### config.mk
export PLATFORM = sky130hd
export DESIGN_NAME = multicycle_ctrl_flat
export DESIGN_NICKNAME = d
export VERILOG_FILES = /design/src/rtl/multicycle_ctrl_if.sv /design/src/rtl/multicycle_ctrl.sv /design/src/flat_wrapper.sv
export SDC_FILE = /design/constraint.sdc
export NUM_CORES = 1
export LEC_CHECK = 0
export ABC_AREA = 1
export BUFFER_PORTS_ARGS = -buffer_cell sky130_fd_sc_hd__buf_2
export CORE_AREA = 4 4 41 43
export DETAILED_ROUTE_END_ITERATION = 7
export DIE_AREA = 0 0 45 47
export PLACE_DENSITY_LB_ADDON = 0.2
export SYNTH_ARGS = -nofsm -noshare
export SYNTH_HDL_FRONTEND = slang
export SYNTH_SLANG_ARGS = --single-unit
### constraint.sdc
create_clock -name clk -period 2.8 [get_ports clk]
set_input_delay 0.84 -clock clk [delete_from_list [all_inputs] [get_ports clk]]
set_output_delay 0.84 -clock clk [all_outputs]
set_load 0.02 [all_outputs]
### src/rtl/multicycle_ctrl_if.sv
// multicycle_ctrl_if: instruction/flag inputs and control outputs between multicycle_ctrl and the datapath
interface multicycle_ctrl_if;
  logic [31:0] instr;
  logic        Zero;
  logic [2:0]  state;
  logic [3:0]  ALUCtrl;
  logic        ALUSrc;
  logic        MemToReg;
  logic        RegWrite;
  logic        MemRead;
  logic        MemWrite;
  logic        loadPC;
  logic        PCSrc;
  modport master (
    input  instr, Zero,
    output state, ALUCtrl, ALUSrc, MemToReg, RegWrite, MemRead, MemWrite, loadPC, PCSrc
  );
  modport slave (
    output instr, Zero,
    input  state, ALUCtrl, ALUSrc, MemToReg, RegWrite, MemRead, MemWrite, loadPC, PCSrc
  );
endinterface

### src/rtl/multicycle_ctrl.sv
// multicycle_ctrl: IF/ID/EX/MEM/WB sequencer and decoder for the multicycle RV32I core.
// Define MULTICYCLE_MEM_SKIP_EN to route EX straight to WB for non-memory opcodes.
module multicycle_ctrl (
  input logic               clk,
  input logic               rst,
  multicycle_ctrl_if.master bus
);
  typedef enum logic [2:0] {S_IF = 3'd0, S_ID = 3'd1, S_EX = 3'd2, S_MEM = 3'd3, S_WB = 3'd4} state_t;
  localparam logic [6:0] OP_R   = 7'b0110011;
  localparam logic [6:0] OP_I   = 7'b0010011;
  localparam logic [6:0] OP_LW  = 7'b0000011;
  localparam logic [6:0] OP_SW  = 7'b0100011;
  localparam logic [6:0] OP_BEQ = 7'b1100011;
  localparam logic [3:0] ALU_AND = 4'b0000;
  localparam logic [3:0] ALU_OR  = 4'b0001;
  localparam logic [3:0] ALU_ADD = 4'b0010;
  localparam logic [3:0] ALU_SUB = 4'b0110;
  localparam logic [3:0] ALU_SLT = 4'b0111;
  localparam logic [3:0] ALU_SRL = 4'b1000;
  localparam logic [3:0] ALU_SLL = 4'b1001;
  localparam logic [3:0] ALU_SRA = 4'b1010;
  localparam logic [3:0] ALU_XOR = 4'b0101;
  logic [2:0] state_q;
  state_t     next_state;
  logic       zero_q;
  logic [6:0] opcode;
  logic [2:0] funct3;
  logic       funct7_5;
  logic       is_r, is_i, is_lw, is_sw, is_beq;
  logic [3:0] alu;
  logic       unused_bits;
  assign opcode      = bus.instr[6:0];
  assign funct3      = bus.instr[14:12];
  assign funct7_5    = bus.instr[30];
  assign unused_bits = ^{bus.instr[31], bus.instr[29:15], bus.instr[11:7]};
  assign is_r   = opcode == OP_R;
  assign is_i   = opcode == OP_I;
  assign is_lw  = opcode == OP_LW;
  assign is_sw  = opcode == OP_SW;
  assign is_beq = opcode == OP_BEQ;
  always_comb begin
    next_state = S_IF;
    case (state_q)
      S_IF:  next_state = S_ID;
      S_ID:  next_state = S_EX;
`ifdef MULTICYCLE_MEM_SKIP_EN
      S_EX:  next_state = (is_lw | is_sw) ? S_MEM : S_WB;
`else
      S_EX:  next_state = S_MEM;
`endif
      S_MEM: next_state = S_WB;
      default: next_state = S_IF;
    endcase
  end
  always_ff @(posedge clk or posedge rst)
    if (rst) begin
      state_q <= S_IF;
      zero_q  <= 1'b0;
    end else begin
      state_q <= next_state;
      if (state_q == S_EX) zero_q <= bus.Zero;
    end
  // funct7[5] selects SUB only for R-type; immediates reuse that bit, so I-ALU ignores it except for shifts
  always_comb begin
    alu = ALU_ADD;
    if (is_beq) alu = ALU_SUB;
    else if (is_r | is_i)
      case (funct3)
        3'b000:  alu = (is_r & funct7_5) ? ALU_SUB : ALU_ADD;
        3'b111:  alu = ALU_AND;
        3'b110:  alu = ALU_OR;
        3'b100:  alu = ALU_XOR;
        3'b010:  alu = ALU_SLT;
        3'b001:  alu = ALU_SLL;
        3'b101:  alu = funct7_5 ? ALU_SRA : ALU_SRL;
        default: alu = ALU_ADD;
      endcase
  end
  assign bus.state    = state_q;
  assign bus.ALUCtrl  = alu;
  assign bus.ALUSrc   = is_i | is_lw | is_sw;
  assign bus.MemToReg = is_lw;
  assign bus.MemRead  = (state_q == S_MEM) & is_lw;
  assign bus.MemWrite = (state_q == S_MEM) & is_sw;
  assign bus.RegWrite = (state_q == S_WB) & (is_r | is_i | is_lw);
  assign bus.loadPC   = state_q == S_WB;
  assign bus.PCSrc    = (state_q == S_WB) & is_beq & zero_q;
endmodule

### src/flat_wrapper.sv
// flat-port wrapper written by rule: the top's interface ports become plain ports
module multicycle_ctrl_flat 
  (clk, rst, bus_instr, bus_Zero, bus_state, bus_ALUCtrl, bus_ALUSrc, bus_MemToReg, bus_RegWrite, bus_MemRead, bus_MemWrite, bus_loadPC, bus_PCSrc);
  multicycle_ctrl_if bus_i ();
  input logic clk;
  input logic rst;
  input wire logic [$bits(bus_i.instr)-1:0] bus_instr;
  input wire logic [$bits(bus_i.Zero)-1:0] bus_Zero;
  output wire logic [$bits(bus_i.state)-1:0] bus_state;
  output wire logic [$bits(bus_i.ALUCtrl)-1:0] bus_ALUCtrl;
  output wire logic [$bits(bus_i.ALUSrc)-1:0] bus_ALUSrc;
  output wire logic [$bits(bus_i.MemToReg)-1:0] bus_MemToReg;
  output wire logic [$bits(bus_i.RegWrite)-1:0] bus_RegWrite;
  output wire logic [$bits(bus_i.MemRead)-1:0] bus_MemRead;
  output wire logic [$bits(bus_i.MemWrite)-1:0] bus_MemWrite;
  output wire logic [$bits(bus_i.loadPC)-1:0] bus_loadPC;
  output wire logic [$bits(bus_i.PCSrc)-1:0] bus_PCSrc;
  assign bus_i.instr = bus_instr;
  assign bus_i.Zero = bus_Zero;
  assign bus_state = bus_i.state;
  assign bus_ALUCtrl = bus_i.ALUCtrl;
  assign bus_ALUSrc = bus_i.ALUSrc;
  assign bus_MemToReg = bus_i.MemToReg;
  assign bus_RegWrite = bus_i.RegWrite;
  assign bus_MemRead = bus_i.MemRead;
  assign bus_MemWrite = bus_i.MemWrite;
  assign bus_loadPC = bus_i.loadPC;
  assign bus_PCSrc = bus_i.PCSrc;
  multicycle_ctrl u_core (.clk(clk), .rst(rst), .bus(bus_i));
endmodule
==> metrics.md <==
| Metric | Value |
|---|---|
| Net Count, Synth | between 90 and 100 |
| DR vias | between 400 and 500 |
| Final Cycle Share | 90.16% |
| CP endpoint kind | primary output |
| Fmax | 396.1 MHz |
| Synth Cell Area | 364.1 um^2 |
| CP Launch Type | primary input |
| Mux cell area share after synthesis | 0% |
| Synth Register Bits | 4 |
| Residual DRC | 0 |
| Antenna cells | 0 |
| Req. time, crit path | 1960 ps |
| Vias/cell | 4.226 |
| Resized cells post-CTS | 0 |
| Post-synth cell types | 14 |
| Synth area leader | dfrtp_1 |
| Seq/Total Area, Yosys | 27.49% |
| Fillers | 156 |
| Routability cong. | roughly 0.69 |
| Die Y-Extent | 47 um |
| Die X-Extent | 45 um |
| GR Util met1 | 12.64% |
| Pre-antenna DRT Iters | 4 |
| Post-layout min period | between 2000 and 3000 ps |
| CTS Buf Count | 3 |
| Pwr Total | around 160 uW |
| Die area | 0.002115 mm^2 |
| First DRT Iteration DRCs | 7 |
| HP Class | primary input to async pin |
| Slew headroom | between 80 and 90% |
| Clk_skew | between 0.9 and 1 ps |
| Post-CTS setup buffer count | 0 |
| CTS Hold Buffers Added | 0 |
| CTS tree | built |
| RSZ-0062 raised after global routing | no |
| Leak pwr | around 0.00032 uW |
| Maximum number of pins on one net before global-route repair | 7 |
| Layout cells sized above 1 | a little under two fifths |
| Synth Warn # | 0 |
| Area growth syn-to-layout | 48.45% |
| Met3 Track Usage GR | 1.533% |
| Post-Route WL | roughly 900 um |
| Dpl ws | between 200 and 300 ps |
| Antenna-violating nets left | 0 |
| Synth Area in Simple Gates | a little over half |
| Drt wl/cell | 8.500 um |
| Worst Max-Slew Pin Slew | 234.3 ps |
| Post-synth top area share | 27.49% |
| Fraction of the mapped netlist area in adder cells | 0% |
| Grt met2 use | 16.10% |
| R2R setup slack | 1910 ps |
| Clk slew on worst S/H paths | 30 ps |
| Detailed Place HPWL | 815.6 um |
| Post-Synthesis Cells | 61 |
| Final setup violation count | 0 |
| Core Box Area | 0.001301 mm^2 |
| Setup_tns | 0 ps |
| Syn avg cell area | 5.969 um^2 |
| Status | complete, no violations |
| Largest family of logic cells by synthesized area | simple AND/OR/NAND/NOR gates |
| I/O pin count | a little under 50 |
| Gr usage total | 9.913% |
| Vias in the first global route | 440 |
| Cell Pwr Density | 287.7 mW/mm^2 |
| Site row count | 13 |
| Complex-gate fraction of the synthesized area | 5.498% |
| Root buffer cell | clkbuf_4 |
| Total clock sinks | 4 |
| Top cells by area, synth | dfrtp_1 27%, nand2_1 15%, inv_1 13% |
| Synth Area in XOR/XNOR | 0% |
| Nets | 128 |
| First-pass GRT wire length | 1.587 mm |
| Final Hold Fails | 0 |
| Initial antenna violation count | 0 |
| CTS max path bufs | 2 |
| Worst-skew pair later-pin latency | 220 ps |
| Setup Crit Path Kind | primary input to primary output |
| Setup ws final | 275.4 ps |
| Final Core Density | 41.54% |
| Worst Path Arrival | 1680 ps |
| Critical-path maximum fanout | 5 |
| I/O Buffers | 27 |
| VDD IR max | ~92 uV |
| Starting Density | between 20% and 30% |
| Max_cap viols | 0 |
| Htree depth | 1 |
| GR peak layer | met2 |
| GRT overflow | 0 |
| Pins Over Slew Limit | 0 |
==> state kept, by name (all words and copies together) (netlist names) <==
register	flops
u_core.zero_q	1
u_core.bus.state	3
==> per-layer routing <==
layer	routed length, um	up-vias
met1	415	184
met2	423	15
met3	62	0
met5	0	-
li1	-	249
met4	0	0
==> critical path, stage by stage <==
cell and delay (ps):
buf_2 110, nor2_2 140, nand3_4 120, nor2_2 150, inv_1 70, nor2_1 80
buf_2 170
==> per-stage QoR <==
stage | hold slack, ps | cells | area (um^2)
after floorplan | 477.6 | 61 | 364.1
after global placement | 512.3 | 103 | 518.0
after detailed placement | 509.9 | 103 | 518.0
after CTS | 477.4 | 106 | 540.5
after global routing | 482.9 | 106 | 540.5
final | 481.5 | 106 | 540.5
==> power by group <==
part	switching [uW]	total (uW)	internal (uW)	leakage, uW
combinational	18.1	30.3	12.2	0.000261
sequential	0.325	59.3	58.9	0.0000489
clock	18.5	66.0	47.6	0.0000138
total	36.9	156	119	0.000324
==> synth_stat cells <==
library cell / n
a21oi_1: 3
and2_1: 1
dfrtp_1: 4
inv_1: 13
nand2_1: 15
nand3_1: 4
nand3_4: 1
nand4_1: 1
nor2_1: 13
nor2_2: 2
nor3_1: 1
nor3_4: 1
nor4_1: 1
o21ai_0: 1
==> cell families (layout without fill, tap and decap cells) <==
logic type / Yosys count / after routing
flip-flops: 4 / 4
buffers and inverters: 13 / 43
AO/OA/AOI/OAI: 4 / 4
AND/OR/NAND/NOR: 40 / 40
==> area by class of cell <==
class	instances	area, um^2	share of cell area (%)
inverters	13	48.80	9.028
repair buffers	27	135.1	25.00
well taps	15	18.77	3.472
clock buffers	3	22.52	4.167
multi-input cells	44	215.2	39.81
flip-flops and latches	4	100.1	18.52
==> path summary, 6_finish.rpt <==
check                                     from             endpoint  depth (start not counted)
max                               bus_instr[3]       bus_ALUCtrl[0]                          7
max reg2reg                u_core.bus.state[2]        u_core.zero_q                          2
min                                        rst  u_core.bus.state[1]                          2
min in group clk           u_core.bus.state[0]  u_core.bus.state[0]                          1
min reg2reg                u_core.bus.state[0]  u_core.bus.state[0]                          1
max in group asynchronous                  rst        u_core.zero_q                          2
==> cells in the final DEF, fill, tap and decap left out, drive strengths merged <==
| cell | count |
|---|---|
| buf | 27 |
| nand2 | 15 |
| nor2 | 15 |
| inv | 13 |
| nand3 | 5 |
| dfrtp | 4 |
| a21oi | 3 |
| clkbuf | 3 |
| nor3 | 2 |
| nand4 | 1 |
| o21ai | 1 |
| and2 | 1 |
| nor4 | 1 |
No activity file was read; power rests on OpenSTA's default activity.
